## src/rtl/alu_core.sv

```systemverilog
// Registered 8-bit two-operand ALU with 16-bit result and compare flags.
// Optional feature macro ALU_DIV_EN: sel 7 becomes DIV instead of SHR.
module alu_core (
    input  logic        clk_in,
    input  logic        rst_in,
    input  logic        valid_in,
    input  logic [7:0]  d0_in,
    input  logic [7:0]  d1_in,
    input  logic [2:0]  sel_in,
    output logic [15:0] res_out,
    output logic        gt_out,
    output logic        eq_out,
    output logic        valid_out
);

    localparam logic [2:0] OP_ADD = 3'd0;
    localparam logic [2:0] OP_SUB = 3'd1;
    localparam logic [2:0] OP_MUL = 3'd2;
    localparam logic [2:0] OP_AND = 3'd3;
    localparam logic [2:0] OP_OR  = 3'd4;
    localparam logic [2:0] OP_XOR = 3'd5;
    localparam logic [2:0] OP_SHL = 3'd6;
    localparam logic [2:0] OP_EXT = 3'd7;

    logic [15:0] a16;
    logic [15:0] b16;
    logic [15:0] res_nxt;

    assign a16 = {8'h00, d0_in};
    assign b16 = {8'h00, d1_in};

    always_comb begin
        res_nxt = '0;
        unique case (sel_in)
            OP_ADD: res_nxt = a16 + b16;
            OP_SUB: res_nxt = a16 - b16;
            OP_MUL: res_nxt = a16 * b16;
            OP_AND: res_nxt = a16 & b16;
            OP_OR:  res_nxt = a16 | b16;
            OP_XOR: res_nxt = a16 ^ b16;
            OP_SHL: res_nxt = a16 << d1_in[3:0];
            OP_EXT: begin
`ifdef ALU_DIV_EN
                // Divide by zero saturates the whole result to all ones.
                if (d1_in == 8'h00)
                    res_nxt = 16'hFFFF;
                else
                    res_nxt = {d0_in % d1_in, d0_in / d1_in};
`else
                res_nxt = {8'h00, d0_in >> d1_in[2:0]};
`endif
            end
        endcase
    end

    always_ff @(posedge clk_in) begin
        if (rst_in) begin
            res_out   <= '0;
            gt_out    <= 1'b0;
            eq_out    <= 1'b0;
            valid_out <= 1'b0;
        end else begin
            valid_out <= valid_in;
            if (valid_in) begin
                res_out <= res_nxt;
                gt_out  <= (d0_in > d1_in);
                eq_out  <= (d0_in == d1_in);
            end
        end
    end

endmodule

```

## config.mk

```make
export PLATFORM = sky130hd
export DESIGN_NAME = alu_core
export DESIGN_NICKNAME = d
export VERILOG_FILES = /design/src/rtl/alu_core.sv
export SDC_FILE = /design/constraint.sdc
export NUM_CORES = 1
export LEC_CHECK = 0
export CAP_MARGIN = 40
export CORE_MARGIN = 2
export CORE_UTILIZATION = 60
export DETAILED_ROUTE_END_ITERATION = 6
export GPL_ROUTABILITY_DRIVEN = 0
export MAX_ROUTING_LAYER = met4
export PLACE_DENSITY = 0.8
export SLEW_MARGIN = 10
export SYNTH_ARGS = -nofsm -noshare
export SYNTH_HDL_FRONTEND = slang
export SYNTH_SLANG_ARGS = --single-unit
export TNS_END_PERCENT = 100
```

## constraint.sdc

```tcl
create_clock -name clk_in -period 6.47 [get_ports clk_in]
set_input_delay 0.9705 -clock clk_in [delete_from_list [all_inputs] [get_ports clk_in]]
set_output_delay 0.9705 -clock clk_in [all_outputs]
set_load 0.02 [all_outputs]
```

=== Word level (Yosys, flattened, before mapping) ===
Index checks and enable logic that the tools add are counted.

* Bits in registers: 19
* Output and inout port bits: 19

* Add/sub/neg operators: 2
* Multiply operators: 1
* Order comparisons: 1
* Equality and inequality tests: 8
* Shifts and indexed selects: 2
* Muxes and demuxes: 1
* Bitwise operators: 3
* Reduce and logical (&&, ||, !) cells: 1

{| class="wikitable"
|+ Operators by type and width
! cell !! number
|-
| $pmux 16 s8 || 1
|-
| $mul 8x8->16 || 1
|-
| $shl 8x4->16 || 1
|-
| $eq 3x3->1 const B || 4
|-
| $add 8x8->9 || 1
|-
| $sub 8x8->9 || 1
|-
| $and 8x8->8 || 1
|-
| $eq 8x8->1 || 1
|-
| $gt 8x8->1 || 1
|-
| $or 8x8->8 || 1
|-
| $shr 8x3->8 || 1
|-
| $xor 8x8->8 || 1
|-
| $eq 3x2->1 const B || 2
|-
| $eq 3x1->1 const B || 1
|-
| $logic_not 3->1 || 1
|}

=== Logic depth before layout (Yosys ltp) ===
Gate-level depths: netlist of run 1.

* Word-level depth: 2
* Depth in mapped cells: 17
* Depth with buffers taken out: 17

=== Least setup slack after synthesis of run 1 ===
OpenSTA, ideal clock, no wires.

* Path kind: input to register
* Start: input d1_in[2]
* End: register res_out[11]
* Library setup time: 119 ps
* Data arrival time: 5204 ps
* Data required time: 6351 ps
* Path slack: 1147 ps
* Stages: 17
* Path through: clkbuf_1 clkbuf_1 nand2_1 fa_1 fa_1 inv_1 fa_1 inv_1 fa_1 inv_1 ha_1 a21o_1 a311oi_1 o21bai_1 xnor2_1 o221ai_1 o221a_2

* Word-level cells in the longest chain between the ends: 2
* Elaborated cells on any way between the ends: 4

{| class="wikitable"
|+ Ends and longest elaborated chain
! item !! RTL line !! source
|-
| from (decl) || 8 || <nowiki>input logic [7:0] d1_in,</nowiki>
|-
| $mul 8x8->16 (tied with other cells) || 37 || <nowiki>OP_MUL: res_nxt = a16 * b16;</nowiki>
|-
| $pmux 16 s8 * || 34 || <nowiki>unique case (sel_in)</nowiki>
|-
| to (signal assigned) || 65 || <nowiki>res_out <= res_nxt;</nowiki>
|-
| to (decl) || 10 || <nowiki>output logic [15:0] res_out,</nowiki>
|}

Mark *: on every way between the ends. The rest lies on a longest branch, timed or not.
A chain may end at the register's enable or synchronous reset.

=== Worst setup path after layout of run 1 ===
* Start: input d0_in[3]
* End: register res_out[11]

* Word-level cells in the longest chain between the ends: 2
* Elaborated cells on any way between the ends: 4

{| class="wikitable"
|+ Ends and longest elaborated chain
! item !! RTL line !! source
|-
| from (decl) || 7 || <nowiki>input logic [7:0] d0_in,</nowiki>
|-
| $mul 8x8->16 (tied with other cells) || 37 ||
|-
| $pmux 16 s8 * || 34 ||
|}

Marked as above.

==> results of run 1 <==
-- area by class of cell --
class / instances / area [sq um]
inverters: 83 / 312
well taps: 102 / 128
clock buffers: 3 / 41.3
multi-input cells: 465 / 3830
flip-flops and latches: 19 / 380
clock inverters: 1 / 5.00
fillers: 655 / 2470
repair buffers: 51 / 483
-- registers in the layout, summed over array words and instances, names as in the netlist --
| name | flops |
|---|---|
| gt_out | 1 |
| res_out | 16 |
| valid_out | 1 |
| eq_out | 1 |
-- synth_stat cells (3+ instances only) --
library cell / number
a22oi_1: 4
a22o_1: 4
or3_1: 4
a221oi_1: 3
mux2i_1: 20
a21o_1: 6
inv_2: 3
buf_4: 3
nor3_1: 17
dfxtp_1: 19
mux2_2: 7
clkinv_1: 3
xor2_1: 7
o21ai_0: 26
clkbuf_1: 12
a21oi_1: 29
ha_1: 61
o221ai_1: 3
nor2b_1: 11
nand2b_1: 7
xnor2_1: 10
o211ai_1: 4
buf_2: 11
nand2_1: 37
nor2_1: 78
a211oi_1: 9
buf_1: 3
nand3_1: 17
o22ai_1: 3
a311oi_1: 6
inv_1: 77
a31oi_1: 9
fa_1: 38
-- worst register-to-register path: cells and delay by family, from the launching register on --
kind	cells	cell delay, ns
AOI/OAI and AO/OA	3	0.67
DFF	1	0.33
-- where the power goes --
group	switching (mW)	total, mW	internal (mW)
sequential	0.00584	0.133	0.127
clock	0.0424	0.0853	0.0429
combinational	0.465	0.778	0.313
total	0.513	0.995	0.483
-- per-layer routing --
layer  routed length (um)  part of all wire  track usage
met1                 5430              0.39        0.438
met2                 6300              0.45        0.559
met3                 1420              0.10       0.0542
met4                  782             0.056        0.169
met5                    0                 0            -
-- cell families (layout without fill, tap and decap cells) --
family,count (synthesis),count (layout),share of synthesized area
muxes,31,31,0.0783
adders and majority gates,99,99,0.327
xor gates and xnor gates,17,17,0.0319
AOI/OAI and AO/OA,133,133,0.204
DFF,19,19,0.0816
and+or+nand+nor,185,185,0.179
buffers and inverters,113,138,0.0979
-- path summary, 6_finish.rpt --
kind | to | cells past startpoint
setup / recovery | res_out[11] | 17
hold reg to reg | gt_out | 2
hold / removal | gt_out | 2
setup reg to reg | res_out[14] | 3
==> reports/metrics.yaml, run 1 <==
rsz0062_at_grt: "no"
p_per_area_nw_per_um2: 192
maxSlewHeadroom: 0.355
synth_top_area_frac: 0.164
die_height_um: 92.2
criticalPathCategory: "in2reg"
status: "finished, final reports clean"
yosysSeqAreaShare: 0.0816
drc: 0
fin_nets: 744
fin_util: 0.677
port_buffers: 40
core-area_sq_um: 7650
grt_pass1_vias: 4718
synthArstFlopShare: 0
syn-instance-count: 597
cts_resized: 0
start_util: 0.610
finClkSkew_ns: 0
dieArea_sq_um: 8490
ys_ff_latch: 19
cp.arrival_ns: 5.96
area_growth_pct: 11.0
grt_max_degree: 37
yosys-top-cells-area: "ha_1 16%, fa_1 16%, dfxtp_1 8.2%"
pin_count: 41
worstHoldStart: "gt_out"
wl_per_cell_um: 19.2
critPathTopFamily: "adder cells"
grt_use_total: 0.351
worstSetupStartpointType: "input port"
max_freq_mhz: 173
total_power_mw: 0.995
hpwl_um: 11100
period_needed_ns: 5.79
synth_nets: 718
clk_pin_slew_ns: 0.07
setup_slack_ns: 0.675
cts_hold_buf: 0
synth_flop_cell: "dfxtp_1"
cts_buffers: 3
worstPathRequired_ns: 6.63
slowest_stage: "clkdlybuf4s50_1"
most-common-layout-cells: "78 x nor2_1, 77 x inv_1, 61 x ha_1"
postCtsSetupRepairBufs: 0
maxSlewViolCount: 0
final-setup-viol-count: 0
r2r_start: "res_out[14]"
layout_commonest_cell: "nor2_1"
htreeDepth: 1
dp_cells: 720
die_w_um: 92.2
row_count: 32
critPathBufInv: 5
drive_gt1_frac: 0.0627
fin_crit_sh: 0.896
ir_worst_vdd_mv: 0.157
cts_tree: "yes"
tightest_slew_ns: 0.965
layout.cells.non_filler: 724
crit_chain: "clkdlybuf4s50_1 > ha_1 > inv_1 > fa_1 > fa_1 > inv_1 > fa_1 > inv_1 > fa_1 > inv_1 > ha_1 > a21o_1 > a311oi_1 > o21bai_1 > xnor2_1 > o221ai_1 > o221a_2"
worstPathMaxFanout: 9
antenna_found_initial: 0
critPathLaunch: "d0_in[3]"
vias: 4660
wirelength_um: 13900
cts_root_buf: "clkbuf_8"
max_stage_delay_ns: 0.65
avgSynthCellArea_sq_um: 7.81
clk_latency_ns: 0.26
final_antenna_net_count: 0
synth_area_sq_um: 4660
endpoint_kind: "register"
hold_viol_final: 0
dpl_cell_area_sq_um: 5130
final_area_sq_um: 5170
grt_pass1_wl_um: 23100
yosys.cell_types.count: 66
max_cap_viol_count: 0
drt_iter0_markers: 609
hp-class: "reg2reg"
p_leak_nw: 2.39
clock-sinks: 19
vias_per_cell: 6.44
hold_ws_ns: 0.481
rrSetupSlack_ns: 5.34
dp_slack_ns: 0.457
yosysWarningCount: 0
dr.pass1.iters: 6
diodes: 0
synth_edf_count: 0
overflow: 0
clockBufferDepth: 2
tns_ns: 0
synth_top_area_cell: "ha_1"
Note: power is estimated with default switching activity, not from simulation.
==> run 2, diff against run 1 <==
- CORE_MARGIN: 2 -> 3
- TNS_END_PERCENT: 100 -> 10
==> reports/metrics.yaml, run 2 (synthesis results as in run 1) <==
dr.pass1.iters: 7  # was 6
cts_buffers: 3  # unchanged
cts_root_buf: "clkbuf_8"  # unchanged
die_w_um: 94.2  # was 92.2 um
die_height_um: 94.2  # was 92.2 um
swShare: 0.514  # was 0.515
vias: 4684  # was 4,660
cts_tree: "yes"  # unchanged
tns_ns: 0  # unchanged
clk_pin_slew_ns: 0.08  # was 0.07 ns
critPathBufInv: 5  # unchanged
fin_util: 0.700  # was 0.677
cts_resized: 0  # unchanged
critPathTopFamily: "adder cells"  # unchanged
clk_latency_ns: 0.26  # about the same
rsz0062_at_grt: "no"  # unchanged
dp_cells: 718  # was 720
largest_register_ffs: 16  # unchanged
clockBufferDepth: 2  # unchanged
clock-sinks: 19  # unchanged
layout.cells.non_filler: 722  # was 724
p_per_area_nw_per_um2: 193  # was 192 nW/um^2
worstPathMaxFanout: 9  # unchanged
hp-class: "reg2reg"  # unchanged
grt_max_degree: 37  # unchanged
register_area_sq_um: 380  # unchanged
p_int_mw: 0.485  # was 0.483 mW
ir_worst_vdd_mv: 0.156  # was 0.157 mV
start_util: 0.629  # was 0.610
max_cap_viol_count: 0  # unchanged
worstHoldStart: "gt_out"  # unchanged
r2r_start: "res_out[14]"  # unchanged
antenna_found_initial: 0  # unchanged
critPathLaunch: "d0_in[3]"  # unchanged
layout_commonest_cell: "nor2_1"  # unchanged
area_growth_pct: 11.2  # was 11.0%
fin_nets: 745  # was 744
worstPathRequired_ns: 6.63  # about the same
multi_input_area_sq_um: 3830  # unchanged
core-area_sq_um: 7410  # was 7650 sq um
grt_pass1_wl_um: 22800  # was 23,100 um
vias_per_cell: 6.49  # was 6.44
final_antenna_net_count: 0  # unchanged
violations: "DRC"
tightest_slew_ns: 0.925  # was 0.965 ns
diodes: 0  # unchanged
power_frac_seq: 0.132  # was 0.133
pin_count: 41  # unchanged
criticalPathCategory: "in2reg"  # unchanged
maxSlewViolCount: 0  # unchanged
postCtsSetupRepairBufs: 0  # unchanged
row_count: 31  # was 32
p_sw_mw: 0.513  # about the same
crit_chain: "clkdlybuf4s50_1 > ha_1 > inv_1 > fa_1 > fa_1 > inv_1 > fa_1 > inv_1 > fa_1 > inv_1 > ha_1 > a21o_1 > a311oi_1 > o21bai_1 > xnor2_1 > o221ai_1 > o221a_2"  # unchanged
hpwl_um: 11400  # was 11,100 um
max_stage_delay_ns: 0.66  # was 0.65 ns
status: "finished with violations"  # was finished, final reports clean
drc: 3  # was 0
cp.arrival_ns: 5.80  # was 5.96 ns
drive_gt1_frac: 0.0642  # was 0.0627
drt_iter0_markers: 665  # was 609
p_leak_nw: 2.40  # was 2.39 nW
final-setup-viol-count: 0  # unchanged
worstSetupStartpointType: "input port"  # unchanged
hold_viol_final: 0  # unchanged
port_buffers: 40  # unchanged
dieArea_sq_um: 8870  # was 8490 sq um
wl_per_cell_um: 19.8  # was 19.2 um
overflow: 0  # unchanged
max_freq_mhz: 177  # was 173 MHz
regMostFlops: "res_out"  # unchanged
maxSlewHeadroom: 0.381  # was 0.355
endpoint_kind: "register"  # unchanged
wirelength_um: 14300  # was 13,900 um
grt_pass1_vias: 4558  # was 4,718
fin_crit_sh: 0.872  # was 0.896
grt_use_total: 0.339  # was 0.351
nFillCells: 619  # was 655
slowest_stage: "clkdlybuf4s50_1"  # unchanged
p_comb_frac: 0.782  # was 0.781
cts_hold_buf: 0  # unchanged
htreeDepth: 1  # unchanged
p_clk_frac: 0.085  # was 0.086
period_needed_ns: 5.64  # was 5.79 ns
finClkSkew_ns: 0  # unchanged
most-common-layout-cells: "78 x nor2_1, 77 x inv_1, 61 x ha_1"  # unchanged
-- run 2: changes by cell type in the layout (fill, tap and decap cells not counted) --
cell and change:
buf_8 +1
-- run 2: final timing paths --
kind                       to  slack, ns  cells past startpoint
setup / recovery  res_out[11]       0.83                     17
hold / removal         gt_out       0.47                      2
setup reg to reg  res_out[14]       5.44                      3
hold reg to reg        gt_out       0.47                      2
-- run 2: power by group through the flow --
stage / combinational, mW / clock, mW / sequential (mW)
floorplan: 0.544 / 0 / 0.146
global placement: 0.736 / 0 / 0.135
detailed placement: 0.754 / 0 / 0.135
CTS: 0.760 / 0.0848 / 0.132
global route: 0.861 / 0.0876 / 0.133
finish: 0.781 / 0.0853 / 0.132
-- run 2: tightest hold or removal path, cell delays in order (launching register included) --
cell and delay (ns):
dfxtp_1 0.32, nand2_1 0.06, a21oi_1 0.05
-- run 2: layout make-up --
class | count | area share
clock buffer | 3 | 0.00796
clock inverter | 1 | 0.000965
inverter | 83 | 0.0601
multi-input combinational | 465 | 0.738
sequential | 19 | 0.0733
tap | 99 | 0.0239
timing repair buffer | 52 | 0.0960
-- run 2: metal layers --
metal / up-vias / routed length (um) / share of wire / global-route usage
li1: 2109 / - / - / -
met1: 2170 / 5560 / 0.39 / 0.431
met2: 319 / 6440 / 0.45 / 0.533
met3: 86 / 1480 / 0.10 / 0.0473
met4: 0 / 792 / 0.056 / 0.160
met5: - / 0 / 0 / -
-- run 2: stage by stage --
step	power (mW)	hold WS (ns)	setup WS, ns	area [sq um]
after floorplan	0.690	0.541	1.15	4660
after global placement	0.870	0.454	0.631	5120
after detailed placement	0.889	0.463	0.577	5140
after CTS	0.977	0.473	0.846	5190
after global routing	1.08	0.499	0.515	5190
final	0.998	0.467	0.829	5190
